### src/rtl/rf_alu_ctrl.sv
// Multicycle IDLE/DECODE/EXEC/DONE controller driving the RF_ALU datapath for one execute cycle per instruction.
// Optional feature: define RF_ALU_CTRL_SHIFT_EN to decode op 1000 as shift-immediate.
module rf_alu_ctrl #(
  parameter int WIDTH   = 16,
  parameter int REGBITS = 4
) (
  input  logic               clk,
  input  logic               reset,
  input  logic [15:0]        instr,
  input  logic               instrValid,
  output logic               instrReady,
  output logic               regWrite,
  output logic               shiftOrALU,
  output logic               alusrca,
  output logic               alusrcb,
  output logic               shiftType,
  output logic [3:0]         aluControl,
  output logic [REGBITS-1:0] regAddress1,
  output logic [REGBITS-1:0] regAddress2,
  output logic [WIDTH-1:0]   immediate,
  output logic [WIDTH-1:0]   shiftDirection,
  output logic               jumpEN,
  output logic               jalEN,
  output logic               ALUselect,
  output logic               done,
  output logic               illegal
);

  typedef enum logic [1:0] {IDLE, DECODE, EXEC, DONE} state_t;

  state_t state_q, state_d;
  logic [15:0] ir_q, ir_d;

  logic               reg_write_q, reg_write_d;
  logic               alusrca_q, alusrca_d;
  logic               alusrcb_q, alusrcb_d;
  logic [3:0]         alu_control_q, alu_control_d;
  logic [REGBITS-1:0] ra1_q, ra1_d;
  logic [REGBITS-1:0] ra2_q, ra2_d;
  logic [WIDTH-1:0]   imm_q, imm_d;
  logic               done_q, done_d;
  logic               illegal_q, illegal_d;

  logic [3:0] op, ext;
  logic       dec_legal, dec_write, dec_srcb;
  logic [3:0] dec_alu;
  logic [WIDTH-1:0] dec_imm;

  assign op  = ir_q[15:12];
  assign ext = ir_q[7:4];

  function automatic logic is_alu_code(input logic [3:0] v);
    return v inside {4'b0001, 4'b0010, 4'b0011, 4'b0101, 4'b1001, 4'b1011, 4'b1101};
  endfunction

`ifdef RF_ALU_CTRL_SHIFT_EN
  logic             dec_shift, dec_shift_type;
  logic [WIDTH-1:0] dec_sdir;
  logic             shift_or_alu_q, shift_or_alu_d;
  logic             shift_type_q, shift_type_d;
  logic [WIDTH-1:0] sdir_q, sdir_d;
`endif

  // Decode works from the held IR so later instr changes cannot disturb it.
  always_comb begin
    dec_legal = 1'b0;
    dec_write = 1'b0;
    dec_srcb  = 1'b0;
    dec_alu   = 4'b0000;
    dec_imm   = '0;
`ifdef RF_ALU_CTRL_SHIFT_EN
    dec_shift      = 1'b0;
    dec_shift_type = 1'b0;
    dec_sdir       = '0;
`endif
    if (op == 4'b0000 && is_alu_code(ext)) begin
      dec_legal = 1'b1;
      dec_alu   = ext;
      dec_write = (ext != 4'b1011);
    end else if (is_alu_code(op)) begin
      dec_legal = 1'b1;
      dec_alu   = op;
      dec_srcb  = 1'b1;
      dec_write = (op != 4'b1011);
      dec_imm   = {{(WIDTH-8){(op inside {4'b0101, 4'b1001, 4'b1011}) & ir_q[7]}}, ir_q[7:0]};
    end
`ifdef RF_ALU_CTRL_SHIFT_EN
    else if (op == 4'b1000 && ext[3:2] == 2'b00) begin
      dec_legal      = 1'b1;
      dec_write      = 1'b1;
      dec_shift      = 1'b1;
      dec_shift_type = ext[1];
      dec_sdir       = {{(WIDTH-5){ext[0]}}, ext[0], ir_q[3:0]};
    end
`endif
  end

  always_comb begin
    state_d       = state_q;
    ir_d          = ir_q;
    reg_write_d   = 1'b0;
    alusrca_d     = 1'b0;
    alusrcb_d     = 1'b0;
    alu_control_d = 4'b0000;
    ra1_d         = '0;
    ra2_d         = '0;
    imm_d         = '0;
    done_d        = 1'b0;
    illegal_d     = 1'b0;
`ifdef RF_ALU_CTRL_SHIFT_EN
    shift_or_alu_d = 1'b0;
    shift_type_d   = 1'b0;
    sdir_d         = '0;
`endif
    unique case (state_q)
      IDLE: begin
        if (instrValid) begin
          ir_d    = instr;
          state_d = DECODE;
        end
      end
      DECODE: begin
        state_d = EXEC;
        // Controls are loaded here so they are registered for the whole EXEC cycle.
        if (dec_legal) begin
          reg_write_d   = dec_write;
          alusrca_d     = 1'b1;
          alusrcb_d     = dec_srcb;
          alu_control_d = dec_alu;
          ra1_d         = ir_q[11:8];
          ra2_d         = ir_q[3:0];
          imm_d         = dec_imm;
`ifdef RF_ALU_CTRL_SHIFT_EN
          shift_or_alu_d = !dec_shift;
          shift_type_d   = dec_shift_type;
          sdir_d         = dec_sdir;
`endif
        end
      end
      EXEC: begin
        state_d   = DONE;
        done_d    = 1'b1;
        illegal_d = !dec_legal;
      end
      DONE: state_d = IDLE;
      default: state_d = IDLE;
    endcase
  end

  always_ff @(posedge clk) begin
    if (reset) begin
      state_q       <= IDLE;
      ir_q          <= '0;
      reg_write_q   <= 1'b0;
      alusrca_q     <= 1'b0;
      alusrcb_q     <= 1'b0;
      alu_control_q <= 4'b0000;
      ra1_q         <= '0;
      ra2_q         <= '0;
      imm_q         <= '0;
      done_q        <= 1'b0;
      illegal_q     <= 1'b0;
`ifdef RF_ALU_CTRL_SHIFT_EN
      shift_or_alu_q <= 1'b0;
      shift_type_q   <= 1'b0;
      sdir_q         <= '0;
`endif
    end else begin
      state_q       <= state_d;
      ir_q          <= ir_d;
      reg_write_q   <= reg_write_d;
      alusrca_q     <= alusrca_d;
      alusrcb_q     <= alusrcb_d;
      alu_control_q <= alu_control_d;
      ra1_q         <= ra1_d;
      ra2_q         <= ra2_d;
      imm_q         <= imm_d;
      done_q        <= done_d;
      illegal_q     <= illegal_d;
`ifdef RF_ALU_CTRL_SHIFT_EN
      shift_or_alu_q <= shift_or_alu_d;
      shift_type_q   <= shift_type_d;
      sdir_q         <= sdir_d;
`endif
    end
  end

  assign instrReady  = (state_q == IDLE) && !reset;
  assign regWrite    = reg_write_q;
  assign alusrca     = alusrca_q;
  assign alusrcb     = alusrcb_q;
  assign aluControl  = alu_control_q;
  assign regAddress1 = ra1_q;
  assign regAddress2 = ra2_q;
  assign immediate   = imm_q;
  assign done        = done_q;
  assign illegal     = illegal_q;
  assign jumpEN      = 1'b0;
  assign jalEN       = 1'b0;
  assign ALUselect   = 1'b0;

`ifdef RF_ALU_CTRL_SHIFT_EN
  assign shiftOrALU     = shift_or_alu_q;
  assign shiftType      = shift_type_q;
  assign shiftDirection = sdir_q;
`else
  // Without the shifter path the ALU result is always selected.
  assign shiftOrALU     = 1'b1;
  assign shiftType      = 1'b0;
  assign shiftDirection = '0;
`endif

endmodule

### config.mk
export PLATFORM = sky130hd
export DESIGN_NAME = rf_alu_ctrl
export DESIGN_NICKNAME = d
export VERILOG_FILES = /design/src/rtl/rf_alu_ctrl.sv
export SDC_FILE = /design/constraint.sdc
export NUM_CORES = 1
export LEC_CHECK = 0
export CORE_ASPECT_RATIO = 0.8
export CORE_MARGIN = 4
export CORE_UTILIZATION = 43
export DETAILED_ROUTE_END_ITERATION = 10
export GPL_ROUTABILITY_DRIVEN = 0
export HOLD_SLACK_MARGIN = 0.05
export PLACE_DENSITY = 0.87
export SYNTH_ARGS = -nofsm -noshare
export SYNTH_HDL_FRONTEND = slang
export SYNTH_SLANG_ARGS = --single-unit
### constraint.sdc
create_clock -name clk -period 1.9 [get_ports clk]
set_clock_uncertainty 0.2 [all_clocks]
set_input_delay 0.475 -clock clk [delete_from_list [all_inputs] [get_ports clk]]
set_output_delay 0.475 -clock clk [all_outputs]
set_load 0.005 [all_outputs]
### Word level (Yosys, flattened, before mapping)

Cells that the tools add are included.

| word-level totals | value |
|---|---|
| bits in registers | 44 |
| bits in latches | 0 |
| memory bits (writable) | 0 |
| bits in read-only memories | 0 |
| output and inout bits | 55 |
| memories | 0 |

| cells by class | value |
|---|---|
| add/subtract/negate cells | 0 |
| multipliers | 0 |
| divide/modulo/power cells | 0 |
| $lt $le $gt $ge | 0 |
| eq/ne operators | 20 |
| shift operators | 0 |
| multiplexer cells | 10 |
| bitwise gates (word level) | 5 |
| reduce and logical (&&, ||, !) cells | 15 |

Operators by type and width:

| operator | count |
|---|---|
| equality test 4 bit, second input constant | 6 |
| equality test 4 x 2 -> 1 bit, second input constant | 4 |
| nonzero test 7 bit | 2 |
| equality test 4 x 1 -> 1 bit, second input constant | 2 |
| equality test 4 x 3 -> 1 bit, second input constant | 2 |
| 2-to-1 mux 4 bit | 2 |
| inequality test 4 bit, second input constant | 2 |
| case mux 2 bit (4 select lines) | 1 |
| 2-to-1 mux 1 bit | 6 |
| OR reduction 5 bit | 1 |
| equality test 2 bit, second input constant | 2 |
| logical NOT 4 bit | 1 |
| NOT 1 bit | 4 |
| OR reduction 2 bit | 2 |
| OR reduction 4 bit | 1 |
| nonzero test 3 bit | 1 |
| OR reduction 3 bit | 1 |
| equality test 2 x 1 -> 1 bit, second input constant | 1 |
| logical AND 1 bit | 2 |
| logical NOT 1 bit | 2 |
| logical NOT 2 bit | 1 |
| 2-to-1 mux 2 bit | 1 |
| inequality test 2 bit, second input constant | 1 |
| AND reduction 2 bit | 1 |
| bitwise AND 1 bit | 1 |

### Longest topological paths before layout

Gate-level depths: netlist of the first run.

| logic depth | value |
|---|---|
| depth after elaboration | 6 |
| gate-level depth with buffers | 7 |
| mapped depth without buffers | 5 |

### Worst setup path after synthesis of the first run

No wires, ideal clock.

| timing path | value |
|---|---|
| path kind | reg2reg |
| start | reg state_q[1] |
| end | reg alu_control_q[1], in the netlist aluControl[1] |
| data arrival time | 1,247 ps |
| data required time | 1,559 ps |
| slack | 312 ps |
| stages on the path, launching flop included | 6 |
| buffers on the path | 1 |
| clock period less this slack | 1,588 ps |
| path through | dfxtp_1 -> inv_1 -> ha_1 -> nand2_1 -> clkbuf_1 -> a221oi_1 |

| on the way | value |
|---|---|
| longest elaborated chain between the ends | 3 |

Ends and longest elaborated chain:

| what | line | RTL |
|---|---|---|
| start, declared | 31 | `state_t state_q, state_d;` |
| start signal, assigned | 169 | `state_q <= state_d;` |
| equality test 2 x 1 -> 1 bit | 115 | `unique case (state_q)` |
| NOT 1 bit (no source line) | -- |  |
| OR reduction 3 bit (no source line) | -- |  |
| end signal, assigned | 174 | `alu_control_q <= alu_control_d;` |
| end, declared | 37 | `logic [3:0] alu_control_q, alu_control_d;` |

No other way between the ends.
A chain may end at the register's enable or synchronous reset.

==> results.md, run 1 <==
| Quantity | Reported |
|:---|:---|
| DRT Wirelength | 3838 µm |
| Number of antenna violations at the first check in global routing | 0 |
| Post-route antenna net violation count | 0 |
| Power density over the cells | 1049 mW/mm² |
| Synth Register Bits | 44 |
| Warnings, synthesis | 0 |
| Number of global-route vias before repair | 1333 |
| Largest area contributor in the netlist | dfxtp_1 |
| Sequential cell area | 885.9 µm² |
| Signed area change from the synthesized netlist to the final layout | 33.92% |
| Cts hold-fix bufs | 0 |
| Die Wd | 82.45 µm |
| Remaining routing DRC violations | 0 |
| Routed vias | 1447 |
| Post-detailed-route wirelength per cell | 12.11 µm |
| Number of I/O pins | 74 |
| Library cell with the highest instance count after synthesis | dfxtp_1 |
| Data arrival, critical path | 1.18 ns |
| Min-delay worst type | register to register |
| Worst reg2reg path startpoint | ir_q[5]$_SDFFE_PP0P_ |
| Hold Crit Depth | 2 |
| Fillcell total | 377 |
| Number of buffers inserted by port buffering | 52 |
| GRT Overall Usage | 0.1453 |
| Syn_area_per_cell | 9.167 µm² |
| Tightest Pin Transition | 0.5296 ns |
| Number of violations reported at the end of detailed-routing iteration 0 | 69 |
| Total Nets Final | 282 |
| Ranking of synthesized cells by area | dfxtp_1, buf_4, nand2_1 |
| Final worst path period need | 1.858 ns |
| Slack of the worst reg-to-reg path | 0.14 ns |
| Required time of the critical path | 1.22 ns |
| DRT Pass-1 Iters | 4 |
| Die area | 0.005570 mm² |
| Multi-input combinational cell area | 814.5 µm² |
| Max Clock Freq | 538.2 MHz |
| Hold wc startpoint | ir_q[10]$_SDFFE_PP0P_ |
| Worst path bufs/invs | 1 |
| Synthesized instance count | 208 |
| Yosys top cell area share | 0.4619 |
| Number of vias per cell | 4.565 |
| Leakage power | 1.002 nW |
| Post-synth top cells | dfxtp_1, nand2_1, buf_4, a21oi_1, inv_1 |
| Reg2reg path depth | 3 |
| Number of H-tree branching levels | 2 |
| Part of the cycle the worst path needs | 0.9780 |
| Number of placement rows | 21 |
| Fraction of synthesis flops using an asynchronous set or reset pin | 0 |
| Diode insertion count for antenna repair | 0 |
| Hold path endpoint | regAddress1[2]$_SDFF_PP0_ |
| Cell at the root of the clock tree | clkbuf_8 |
| Total gr overflow | 0 |
| Path type of the worst setup path | register to output port |
| HPWL Detailed | 2846 µm |
| Number of buffers inserted during clock tree synthesis | 5 |
| Effective utilization at floorplan | 0.4508 |
| Relative slew slack | 0.6456 |
| Wire length of the first global-routing pass | 6141 µm |
| Total placed instance area | 0.002399 mm² |
| Share of cells above drive strength 1 | 0.1615 |
| Clk Latency, worst-skew pair | 0.30 ns |
| Unique cell type count in the Yosys netlist | 35 |
| Maximum number of pins on one net before global-route repair | 21 |
| Clock tree from TritonCTS | built |
| Final Hold Violating Endpoints | 0 |
| Number of failing setup endpoints in the final timing report | 0 |
| FF-to-FF End | aluControl[3]$_SDFF_PP0_ |
| TritonCTS sink count | 44 |
| Outcome | completed |
| Largest delay share family, worst path | buffers and inverters |
| Kind of start point of the critical path | register |
| Highest net fanout along the worst path | 8 |
| Cell area after synthesis | 0.001907 mm² |
| Clock Path Buffers | 2 |
| Height of the die | 67.56 µm |
| Sequential share of the synthesized area | 0.4619 |
| Prevailing post-synth register cell | dfxtp_1 |
| Number of pins with negative max-slew slack in the final report | 0 |
| Worst stage delay on the critical path | 0.50 ns |
| CTS clk-pin slew, worst paths | 0.08 ns |
| Crit. End Element | output port |
| Number of enable flip-flop cells after synthesis | 0 |
| Post-route cell area | 0.002554 mm² |
| Master of the slowest instance on the critical path | clkdlybuf4s50_1 |
| Post-layout total power | 2.680 mW |
| Worst VDD drop | 528.0 µV |
| Worst path cell trace | clkdlybuf4s50_1 |
| MaxCap Viol Count | 0 |
| Core Box Area | 0.004230 mm² |
## cell usage in the layout (no fill, tap or decap), drive strengths merged
cell           instances
clkdlybuf4s15          1
clkbuf                 5
clkinvlp               1
nor2                   6
and4                   1
and3                   1
bufinv                 1
dfxtp                 44
conb                  21
o2111ai                2
mux2                   1
nand2                 37
a31oi                  1
a21oi                 18
a21boi                 1
a221oi                 4
and2                   5
nor3                   4
o21ai                  2
inv                   12
dlymetal6s2s           3
nand4b                 1
clkdlybuf4s50         47
mux2i                  1
ha                     4
buf                   13
a211oi                11
o2111a                 1
nor2b                  5
nand2b                 2
nand3b                 1
dlygate4sd2            1
nand4                  1
o211ai                 1
## through the flow
stage	std cells	worst slack (ns)	hold WS [ns]	util	setup TNS [ns]
6_report	317	0.04188	0.2387	0.6037	0
3_3_place_gp	309	-0.3509	0.2236	0.5670	-2.458
5_1_grt	317	-0.03744	0.2523	0.6037	-0.07054
4_1_cts	317	0.01426	0.2411	0.5978	0
2_1_floorplan	227	0.3120	0.2203	-	0
3_5_place_dp	309	-0.3478	0.2284	0.5670	-3.020
## power breakdown
part	switching (mW)	total, mW	leakage [nW]	internal (mW)
registers	0.0972	1.12	0.358	1.02
clock network	0.329	0.725	0.0548	0.396
logic	0.446	0.838	0.589	0.392
total	0.872	2.68	1.00	1.81
## routing by layer
| metal | GRT usage | up-vias | wire (µm) |
|---|---|---|---|
| li1 | - | 737 | - |
| met1 | 0.1815 | 654 | 1631 |
| met2 | 0.2420 | 53 | 1852 |
| met3 | 0.03733 | 3 | 330 |
| met4 | 0.04979 | 0 | 23 |
| met5 | 0 | - | 0 |
## what timing repair did
action | CTS | global route
setup buffers | 0 | 0
pin swaps | 1 | 0
setup endpoints to repair | 9 | 11
gates resized for setup | 10 | 6
## cell type report
class                   count  share of cell area
inverters                  11             0.01617
clock inverters             3             0.01813
clock buffers               5             0.02695
well taps                  57             0.02793
flip-flops and latches     44              0.3469
repair buffers             65              0.2450
multi-input cells         132              0.3190
## worst max-delay path by stage
stage | cells after the start | endpoint | slack [ns] | start
finish | 1 | immediate[10] | 0.04 | immediate[8]$_SDFF_PP0_
global route | 3 | aluControl[1]$_SDFF_PP0_ | -0.04 | ir_q[5]$_SDFFE_PP0P_
CTS | 1 | immediate[8] | 0.01 | immediate[8]$_SDFF_PP0_
detailed placement | 3 | instrReady | -0.35 | reset
global placement | 3 | instrReady | -0.35 | reset
floorplan | 5 | aluControl[1]$_SDFF_PP0_ | 0.31 | state_q[1]$_SDFFE_PP0P_
## flip-flops by register name, indices dropped and copies added, names as in the netlist
signal,flops
state_q,2
regAddress2,4
regWrite,1
illegal,1
alusrca,1
immediate,9
alusrcb,1
done,1
aluControl,4
regAddress1,4
ir_q,16
## kinds of logic (layout without fill, tap and decap cells)
family,count (synthesis),count (layout),share of synthesized area
mux,2,2,0.01115
simple gates,64,64,0.1555
other cells,2,21,0.003938
flops,44,44,0.4619
fa+ha+maj,4,4,0.02625
compound gates,41,41,0.1785
buf+inv,51,84,0.1627
No activity file was read; power rests on OpenSTA's default activity.
==> run 2, diff against run 1 <==
- CORE_ASPECT_RATIO: 0.8 -> 0.5
==> run 2 against run 1 <==
Compared with the run above: utilization increased by 1.3 points; combinational power decreased by 3.6%; register-to-register slack better by 0.07 ns; sequential share of layout area is 0.55 points higher; clock power decreased by 4.7%; sequential cell count stayed put; global-route usage hardly changed; critical path type unchanged.
==> results.md, run 2 (same netlist as run 1, synthesis figures left out) <==
| Quantity | Reported |
|:---|:---|
| Final non-filler cell total | 311 |
| Part of the cycle the worst path needs | 0.9721 |
| Max Clock Freq | 541.4 MHz |
| Clock power frac | 0.264 |
| Number of H-tree branching levels | 2 |
| Number of global-route vias before repair | 1406 |
| DRT Pass-1 Iters | 4 |
| Final Hold Violating Endpoints | 0 |
| Routed vias | 1508 |
| HPWL Detailed | 3103 µm |
| Master of the slowest instance on the critical path | clkdlybuf4s50_1 |
| Reg2reg path depth | 3 |
| Worst VDD drop | 389.3 µV |
| Post-detailed-route wirelength per cell | 13.15 µm |
| Effective utilization at floorplan | 0.4669 |
| Path type of the worst setup path | register to output port |
| Total Nets Final | 279 |
| Cell at the root of the clock tree | clkbuf_8 |
| Outcome | completed |
| Max reg flops | 16 |
| Core Box Area | 0.004084 mm² |
| Final worst path period need | 1.847 ns |
| Power density over the cells | 1041 mW/mm² |
| Setup repair bufs after CTS | 0 |
| Share of total power in sequential cells | 0.428 |
| Worst stage delay on the critical path | 0.51 ns |
| Data arrival, critical path | 1.17 ns |
| Min-delay worst type | register to register |
| Number of failing setup endpoints in the final timing report | 0 |
| Number of buffers inserted by port buffering | 52 |
| Share of total power consumed by net switching | 0.3235 |
| Most frequent standard cell in the layout excluding fill and tap cells | clkdlybuf4s50_1 |
| Number of pins with negative max-slew slack in the final report | 0 |
| Switching power | 847.9 µW |
| Die Wd | 102.2 µm |
| Internal power | 1.773 mW |
| Number of antenna violations at the first check in global routing | 0 |
| Signed area change from the synthesized netlist to the final layout | 32.02% |
| Kind of start point of the critical path | register |
| Tightest Pin Transition | 0.5417 ns |
| Largest delay share family, worst path | buffers and inverters |
| Worst path bufs/invs | 1 |
| Relative slew slack | 0.6380 |
| CTS clk-pin slew, worst paths | 0.08 ns |
| Post-layout total power | 2.621 mW |
| Number of violations reported at the end of detailed-routing iteration 0 | 35 |
| Worst path cell trace | clkdlybuf4s50_1 |
| Clock Path Buffers | 2 |
| MaxCap Viol Count | 0 |
| Total gr overflow | 0 |
| Cts hold-fix bufs | 0 |
| Clock tree from TritonCTS | built |
| Register ranked first by flip-flop count | ir_q |
| Remaining routing DRC violations | 0 |
| Maximum number of pins on one net before global-route repair | 21 |
| Number of buffers inserted during clock tree synthesis | 5 |
| TritonCTS sink count | 44 |
| Slack of the worst reg-to-reg path | 0.21 ns |
| Portion of total power attributed to combinational logic | 0.308 |
| DRT Wirelength | 4091 µm |
| CP endpoint | immediate[11] |
| Number of vias per cell | 4.849 |
| Top library cells by usage in the layout, fill and taps aside | clkdlybuf4s50_1, dfxtp_1, nand2_1 |
| Share of cells above drive strength 1 | 0.1518 |
| Crit path launch | immediate[8]$_SDFF_PP0_ |
| Post-route antenna net violation count | 0 |
| Crit path depth | 1 |
| Worst reg2reg path startpoint | ir_q[5]$_SDFFE_PP0P_ |
| Clk Latency, worst-skew pair | 0.30 ns |
| Height of the die | 55.09 µm |
| Hold wc startpoint | ir_q[10]$_SDFFE_PP0P_ |
| Number of I/O pins | 74 |
| Number of instances in the placed design | 303 |
| FF-to-FF End | regWrite$_SDFF_PP0_ |
| GRT Overall Usage | 0.1454 |
| Leakage power | 0.9534 nW |
| Required time of the critical path | 1.22 ns |
| Wire length of the first global-routing pass | 6203 µm |
| Crit. End Element | output port |
| Number of placement rows | 16 |
| Highest net fanout along the worst path | 8 |
| Diode insertion count for antenna repair | 0 |
| Die area | 0.005629 mm² |
-- run 2: changes by cell type in the layout (fill, tap and decap cells not counted) --
cell	previous run	this run
nor2b_2	1	2
clkdlybuf4s50_1	47	49
buf_4	13	9
dfxtp_2	1	2
dlymetal6s2s_1	3	1
buf_2	0	1
clkdlybuf4s15_2	1	0
clkinvlp_4	1	0
buf_12	0	1
dfxtp_1	42	41
clkbuf_1	0	1
clkinv_2	0	1
inv_6	1	0
nor2b_4	1	0
-- run 2: how the worst min path moves through the flow --
stage                                      to  slack, ns  cells past startpoint
floorplan           regAddress1[0]$_SDFF_PP0_       0.22                      2
CTS                 regAddress1[2]$_SDFF_PP0_       0.25                      2
detailed placement  regAddress1[2]$_SDFF_PP0_       0.24                      2
finish              regAddress1[2]$_SDFF_PP0_       0.25                      2
global placement    regAddress1[1]$_SDFF_PP0_       0.23                      2
global route        regAddress1[2]$_SDFF_PP0_       0.26                      2
-- run 2: routing by layer --
layer,track usage,part of all wire
met1,0.1616,0.42
met2,0.2645,0.47
met3,0.03504,0.088
met4,0.08279,0.025
met5,0,0
-- run 2: stage by stage --
stage                     TNS (ns)  hold WS, ns  instance area [µm²]  utilization  worst slack, ns
after CTS                 -0.01510       0.2517                 2500       0.6121         -0.01510
after global routing      -0.01517       0.2587                 2517       0.6164         -0.01517
after global placement      -2.533       0.2341                 2385       0.5839          -0.3531
final                            0       0.2483                 2517       0.6164          0.05294
after detailed placement    -2.877       0.2401                 2385       0.5839          -0.3553
after floorplan                  0       0.2203                 1978            -           0.3120
-- run 2: final cells by class --
cell class	instances	area, µm²
Clock inverter	2	35.03
Multi-Input combinational cell	132	809.5
Tap cell	54	67.56
Clock buffer	6	72.57
Fill cell	329	1567
Timing Repair Buffer	62	604.3
Sequential cell	44	887.1
Inverter	11	41.29
-- run 2: power groups by stage --
stage	registers, mW	clock network (mW)	logic (mW)
detailed placement	1.13	0	0.772
global placement	1.13	0	0.730
finish	1.12	0.691	0.808
floorplan	1.09	0	0.546
CTS	1.11	0.701	0.782
global route	1.14	0.731	0.893
-- run 2: timing repair --
action                                  CTS  global route
pin swaps                                 1             0
endpoints found under the setup margin    9            13
gates resized for setup                   8             8
